**config.mk**
```make
export PLATFORM = sky130hd
export DESIGN_NAME = regfile_sync_bypass
export DESIGN_NICKNAME = d
export VERILOG_FILES = /design/src/rtl/regfile_pkg.sv /design/src/rtl/decoder5_32.sv /design/src/rtl/regfile_sync_bypass.sv
export SDC_FILE = /design/constraint.sdc
export NUM_CORES = 2
export LEC_CHECK = 0
export BUFFER_PORTS_ARGS = -buffer_cell sky130_fd_sc_hd__buf_2
export CAP_MARGIN = 30
export CELL_PAD_IN_SITES_DETAIL_PLACEMENT = 1
export CELL_PAD_IN_SITES_GLOBAL_PLACEMENT = 1
export CORE_MARGIN = 3
export CORE_UTILIZATION = 46
export CTS_CLUSTER_SIZE = 12
export DETAILED_ROUTE_END_ITERATION = 8
export GPL_TIMING_DRIVEN = 0
export PLACE_DENSITY = 0.77
export SYNTH_ARGS = -nofsm -noshare
export SYNTH_HDL_FRONTEND = slang
export SYNTH_SLANG_ARGS = --single-unit
export TNS_END_PERCENT = 5
```
**constraint.sdc**
```tcl
create_clock -name clk -period 2.15 [get_ports clk]
set_input_delay 0 -clock clk [delete_from_list [all_inputs] [get_ports clk]]
set_output_delay 0 -clock clk [all_outputs]
set_load 0.005 [all_outputs]
```
**src/rtl/regfile_pkg.sv**
```systemverilog
// ---------------------------------------------------------------------------
// regfile_pkg
// Shared constants and types for the integer register file slice.
//   DATA_W   : register width in bits
//   ADDR_W   : register address width
//   NREGS    : number of architectural registers (2**ADDR_W)
//   ZERO_REG : index of the hard-wired zero register (XZR)
// ---------------------------------------------------------------------------
package regfile_pkg;

  localparam int DATA_W   = 64;
  localparam int ADDR_W   = 5;
  localparam int NREGS    = 32;
  localparam int ZERO_REG = 31;

  typedef logic [ADDR_W-1:0] reg_addr_t;
  typedef logic [DATA_W-1:0] reg_data_t;
  typedef logic [NREGS-1:0]  reg_onehot_t;

endpackage

```
**src/rtl/decoder5_32.sv**
```systemverilog
// ---------------------------------------------------------------------------
// decoder5_32
// Enable-gated 5:32 one-hot decoder. A 2:4 stage on the upper select bits
// picks one of four banks, and each bank is a 3:8 stage on the lower bits.
// Ports:
//   i_en  : decoder enable; all outputs low when 0
//   i_sel : 5-bit select
//   o_dec : one-hot output, bit i high iff i_en=1 and i_sel==i
// ---------------------------------------------------------------------------
module decoder5_32 (
  input  logic        i_en,
  input  logic [4:0]  i_sel,
  output logic [31:0] o_dec
);

  logic [3:0] w_bank;

  // 2:4 bank select on sel[4:3], gated by the enable
  assign w_bank[0] = i_en & ~i_sel[4] & ~i_sel[3];
  assign w_bank[1] = i_en & ~i_sel[4] &  i_sel[3];
  assign w_bank[2] = i_en &  i_sel[4] & ~i_sel[3];
  assign w_bank[3] = i_en &  i_sel[4] &  i_sel[3];

  // Four 3:8 decoders on sel[2:0], each enabled by its bank line
  for (genvar b = 0; b < 4; b++) begin : g_bank
    for (genvar k = 0; k < 8; k++) begin : g_line
      localparam logic [2:0] LK = 3'(k);
      assign o_dec[b*8+k] = w_bank[b]
                          & (i_sel[2] ~^ LK[2])
                          & (i_sel[1] ~^ LK[1])
                          & (i_sel[0] ~^ LK[0]);
    end
  end

endmodule

```
**src/rtl/regfile_sync_bypass.sv**
```systemverilog
// ---------------------------------------------------------------------------
// regfile_sync_bypass
// 32 x 64-bit integer register file: one write port, two registered read
// ports with same-cycle write-to-read bypass. Register 31 (XZR) reads zero.
// Ports:
//   clk       : clock, rising edge
//   reset     : asynchronous active-low reset (0 = in reset)
//   wr_en     : write-back enable
//   wr_addr   : write-back destination register
//   wr_data   : write-back value
//   rd_addr_a : operand A source register
//   rd_addr_b : operand B source register
//   hold      : stall; freezes the read output registers
//   rd_data_a : registered operand A
//   rd_data_b : registered operand B
// ---------------------------------------------------------------------------
module regfile_sync_bypass
  import regfile_pkg::*;
(
  input  logic              clk,
  input  logic              reset,
  input  logic              wr_en,
  input  logic [ADDR_W-1:0] wr_addr,
  input  logic [DATA_W-1:0] wr_data,
  input  logic [ADDR_W-1:0] rd_addr_a,
  input  logic [ADDR_W-1:0] rd_addr_b,
  input  logic              hold,
  output logic [DATA_W-1:0] rd_data_a,
  output logic [DATA_W-1:0] rd_data_b
);

  reg_onehot_t w_enVec;
  reg_data_t   w_storage [NREGS];
  reg_addr_t   w_rdAddr  [2];
  reg_data_t   w_next    [2];
  reg_data_t   r_rdDataA;
  reg_data_t   r_rdDataB;

  decoder5_32 u_decoder (
    .i_en  (wr_en),
    .i_sel (wr_addr),
    .o_dec (w_enVec)
  );

  // One storage register per architectural register; XZR has no flop and
  // is tied to zero so writes to it vanish.
  for (genvar g = 0; g < NREGS; g++) begin : g_reg
    if (g == ZERO_REG) begin : g_zero
      assign w_storage[g] = '0;
    end else begin : g_flop
      reg_data_t r_value;

      always_ff @(posedge clk or negedge reset) begin
        if (!reset) begin
          r_value <= '0;
        end else if (w_enVec[g]) begin
          r_value <= wr_data;
        end
      end

      assign w_storage[g] = r_value;
    end
  end

  assign w_rdAddr[0] = rd_addr_a;
  assign w_rdAddr[1] = rd_addr_b;

  // Next operand per port: XZR wins, then a same-cycle write to the same
  // register (the decoder line for that address is the match), then storage.
  always_comb begin
    for (int p = 0; p < 2; p++) begin
      w_next[p] = w_storage[w_rdAddr[p]];
      if (w_enVec[w_rdAddr[p]]) begin
        w_next[p] = wr_data;
      end
      if (w_rdAddr[p] == reg_addr_t'(ZERO_REG)) begin
        w_next[p] = '0;
      end
    end
  end

  // Operand output registers, frozen while the pipeline is stalled
  always_ff @(posedge clk or negedge reset) begin
    if (!reset) begin
      r_rdDataA <= '0;
      r_rdDataB <= '0;
    end else if (!hold) begin
      r_rdDataA <= w_next[0];
      r_rdDataB <= w_next[1];
    end
  end

  assign rd_data_a = r_rdDataA;
  assign rd_data_b = r_rdDataB;

endmodule
```
==> impl_metrics.csv <==
group,metric,value,unit
status,status,"complete, but fails checks",
status,violations,"negative hold slack, negative setup slack",
route,postRouteAntennaNets,0,
global_routing,grtUsageTotal,42.4,%
global_routing,grt_max_degree,167,
flow_run,cap_violations,0,
yosys,synth_top_cell_by_area,"dfrtp_1",
timing,fmaxAchievable,411,MHz
placement,port_buffers,200,
route,drcViolationCount,0,
critical_path,cp.arrival,3.23,ns
yosys,syn_inst,7396,
yosys,synth_area,110000,sq um
layout,finalNonFillerCells,11700,
yosys,synth-seq-cells,2112,
route,drt_iter0_drc,12300,
pwr,p_leak,56.7,nW
clock_network,numCtsBuffers,221,
timing,post-route-period-util,113,%
critical_path,path_max_fanout,10,
yosys,yosysWarnings,0,
yosys,netlist-cell-type-count,58,
critical_path,r2r_slack,-0.01,ns
clock_network,cts_sinks,2112,
placement,place_congestion,0.986,
yosys,synth_top_family_by_area,"multiplexers",
route,routed_wl,526,mm
timing,setup-tns-final,-13.28,ns
timing,finalSetupViolCount,168,
timing,max_slew.worst_pin.slew,1.29,ns
clock_network,clk_latency,0.94,ns
global_routing,antenna_found_initial,50,
floorplanning,start_util,46.3,%
floorplanning,die_area,246000,sq um
yosys,synthAdderAreaFrac,0,%
yosys,synth_edf_count,0,
yosys,ys_seq_area_share,47.9,%
critical_path,critPathKind,"in -> reg",
timing,layout_min_cycle_time,2.43,ns
global_routing,overflow,0,
timing,holdWs,-0.999,ns
route,num_vias,86000,
yosys,synth_nets,7479,
floorplanning,ioPinCount,211,
layout,drive_above_1_share,47.2,%
placement,placedCellCount,11000,
timing,setup_ws,-0.283,ns
yosys,synth-compound-area-share,4.99,%
yosys,synth_top_cell_area_share,47.9,%
timing,relSlewSlack,13.5,%
placement,dp_hpwl,367,mm
yosys,synthFlopType,"dfrtp_1",
global_routing,grt_pass1_wl,715,mm
timing,rsz0062_at_grt,"true",
layout,area_delta_synth_final,17.6,%
route,firstDrtPassIters,9,
clock_network,clock-root-buffer,"clkbuf_16",
critical_path,start_kind,"input pin",
floorplanning,rows,179,
timing,slew_viol_final,0,
floorplanning,core,238000,sq um
pwr,powerDensity,932,nW/um^2
layout,design_area,130000,sq um
clock_network,path_clk_slew,0.07,ns
layout,fill_cells,22500,
global_routing,grt_pass1_vias,88700,
route,routed_via_density,7.38,
pwr,ir_worst_vdd,0.821,mV
worst_hold_path,hold_class,"in -> async",
layout,layout_common_cells,"dfrtp_1, mux2_2, mux4_2",
route,wl_per_cell,45.1,microns
floorplanning,fp.dieW,496,microns
timing,finalHoldViolations,513,
clock_network,cts_tree,"built",
yosys,synth_mux_area_share,42.1,%
layout,layout_commonest_cell,"dfrtp_1",
timing,skew,0.0378,ns
clock_network,cts_buffer_depth,3,
layout,fin_nets,8338,
placement,place_area,120000,sq um
yosys,synth-xor-area-share,0.0794,%
yosys,synth_area_leaders,"dfrtp_1, mux2_2, mux4_2",
yosys,syn_avg_cell_area,14.9,sq um
critical_path,cp.required,2.95,ns
yosys,synth_simple_gate_area_share,1.75,%
yosys,synth-async-reset-ratio,100,%
floorplanning,fp.dieH,496,microns
placement,dp_slack,-2.50,ns
critical_path,cp-end-kind,"flip-flop",
clock_network,cts_max_level,4,
-- stage by stage --
step	util, %	power [mW]
detailed placement	50.4	79.8
global route	54.4	124
global placement	48.4	76.8
CTS	54.1	119
floorplan	-	69.1
finish	54.5	121
-- worst paths after layout --
kind | start | depth (start not counted) | endpoint
min | reset | 1 | g_reg[1].g_flop.r_value[27]
max in group asynchronous | reset | 5 | g_reg[29].g_flop.r_value[54]
max | rd_addr_a[1] | 10 | rd_data_a[58]
min in group clk | wr_data[2] | 4 | rd_data_b[2]
max reg2reg | g_reg[7].g_flop.r_value[0] | 4 | rd_data_b[0]
min reg2reg | rd_data_a[55] | 2 | rd_data_a[55]
-- report_power, final --
group	switching, mW	total, mW	internal [mW]
combinational	12.6	27.0	14.4
sequential	6.72	54.3	47.6
clock	17.4	39.7	22.3
total	36.7	121	84.3
-- sequential cells by signal, summed over array words and instances, names as in the netlist --
| name | count |
|---|---|
| rd_data_a | 64 |
| rd_data_b | 64 |
| g.g_flop.r_value | 1984 |
-- final cells by class --
cell class	instances	area [sq um]	share of cell area, %
Multi-Input combinational cell	4465	54300	41.9
Sequential cell	2112	52900	40.7
Timing Repair Buffer	637	7260	5.60
Clock buffer	336	6680	5.15
Tap cell	3167	3960	3.05
Buffer	809	3920	3.02
Clock inverter	56	558	0.430
Antenna cell	69	173	0.133
Inverter	9	38.8	0.0299
-- timing repair --
item	4_1_cts	5_1_grt
endpoints found under the hold margin	2585	511
endpoints found under the setup margin	395	514
hold buffers	125	3
resized for setup	155	114
pin swaps	1	2
setup buffers	1	0
cloned	1	1
-- routing by layer --
layer	global-route usage, %	up-vias	wire (microns)
li1	-	30500	-
met2	57.4	7681	214000
met5	0.386	-	692
met4	35.0	28	55400
met1	50.0	45000	177000
met3	21.8	2733	79800
-- logic make-up (layout without fill, tap and decap cells) --
logic type,count (synthesis),count (layout)
simple gates,433,433
buf+inv,819,1847
other cells,0,69
mux,3290,3290
flops,2112,2112
compound gates,732,732
xor+xnor,10,10
-- synthesized netlist by cell type, types with 53 or more instances --
cell type     n
o21ai_0      53
mux4_2      869
mux2_2     1886
o2bb2ai_1    64
a21oi_1      54
mux2i_1     318
a22oi_1     130
a222oi_1     63
o22ai_1      89
dfrtp_1    2112
clkbuf_1    561
buf_2       182
mux2_1      217
o211ai_1     65
nand2_1     278
a221o_1      56
-- critical path, cell delays in order --
cell     delay, ns
buf_2         0.24
buf_2         0.35
buf_4         0.33
buf_2         0.80
mux2_2        0.42
a22oi_1       0.15
o21ai_0       0.14
nor4_2        0.40
buf_2         0.25
o21ai_1       0.08
Power figures use the tool's default switching activity.
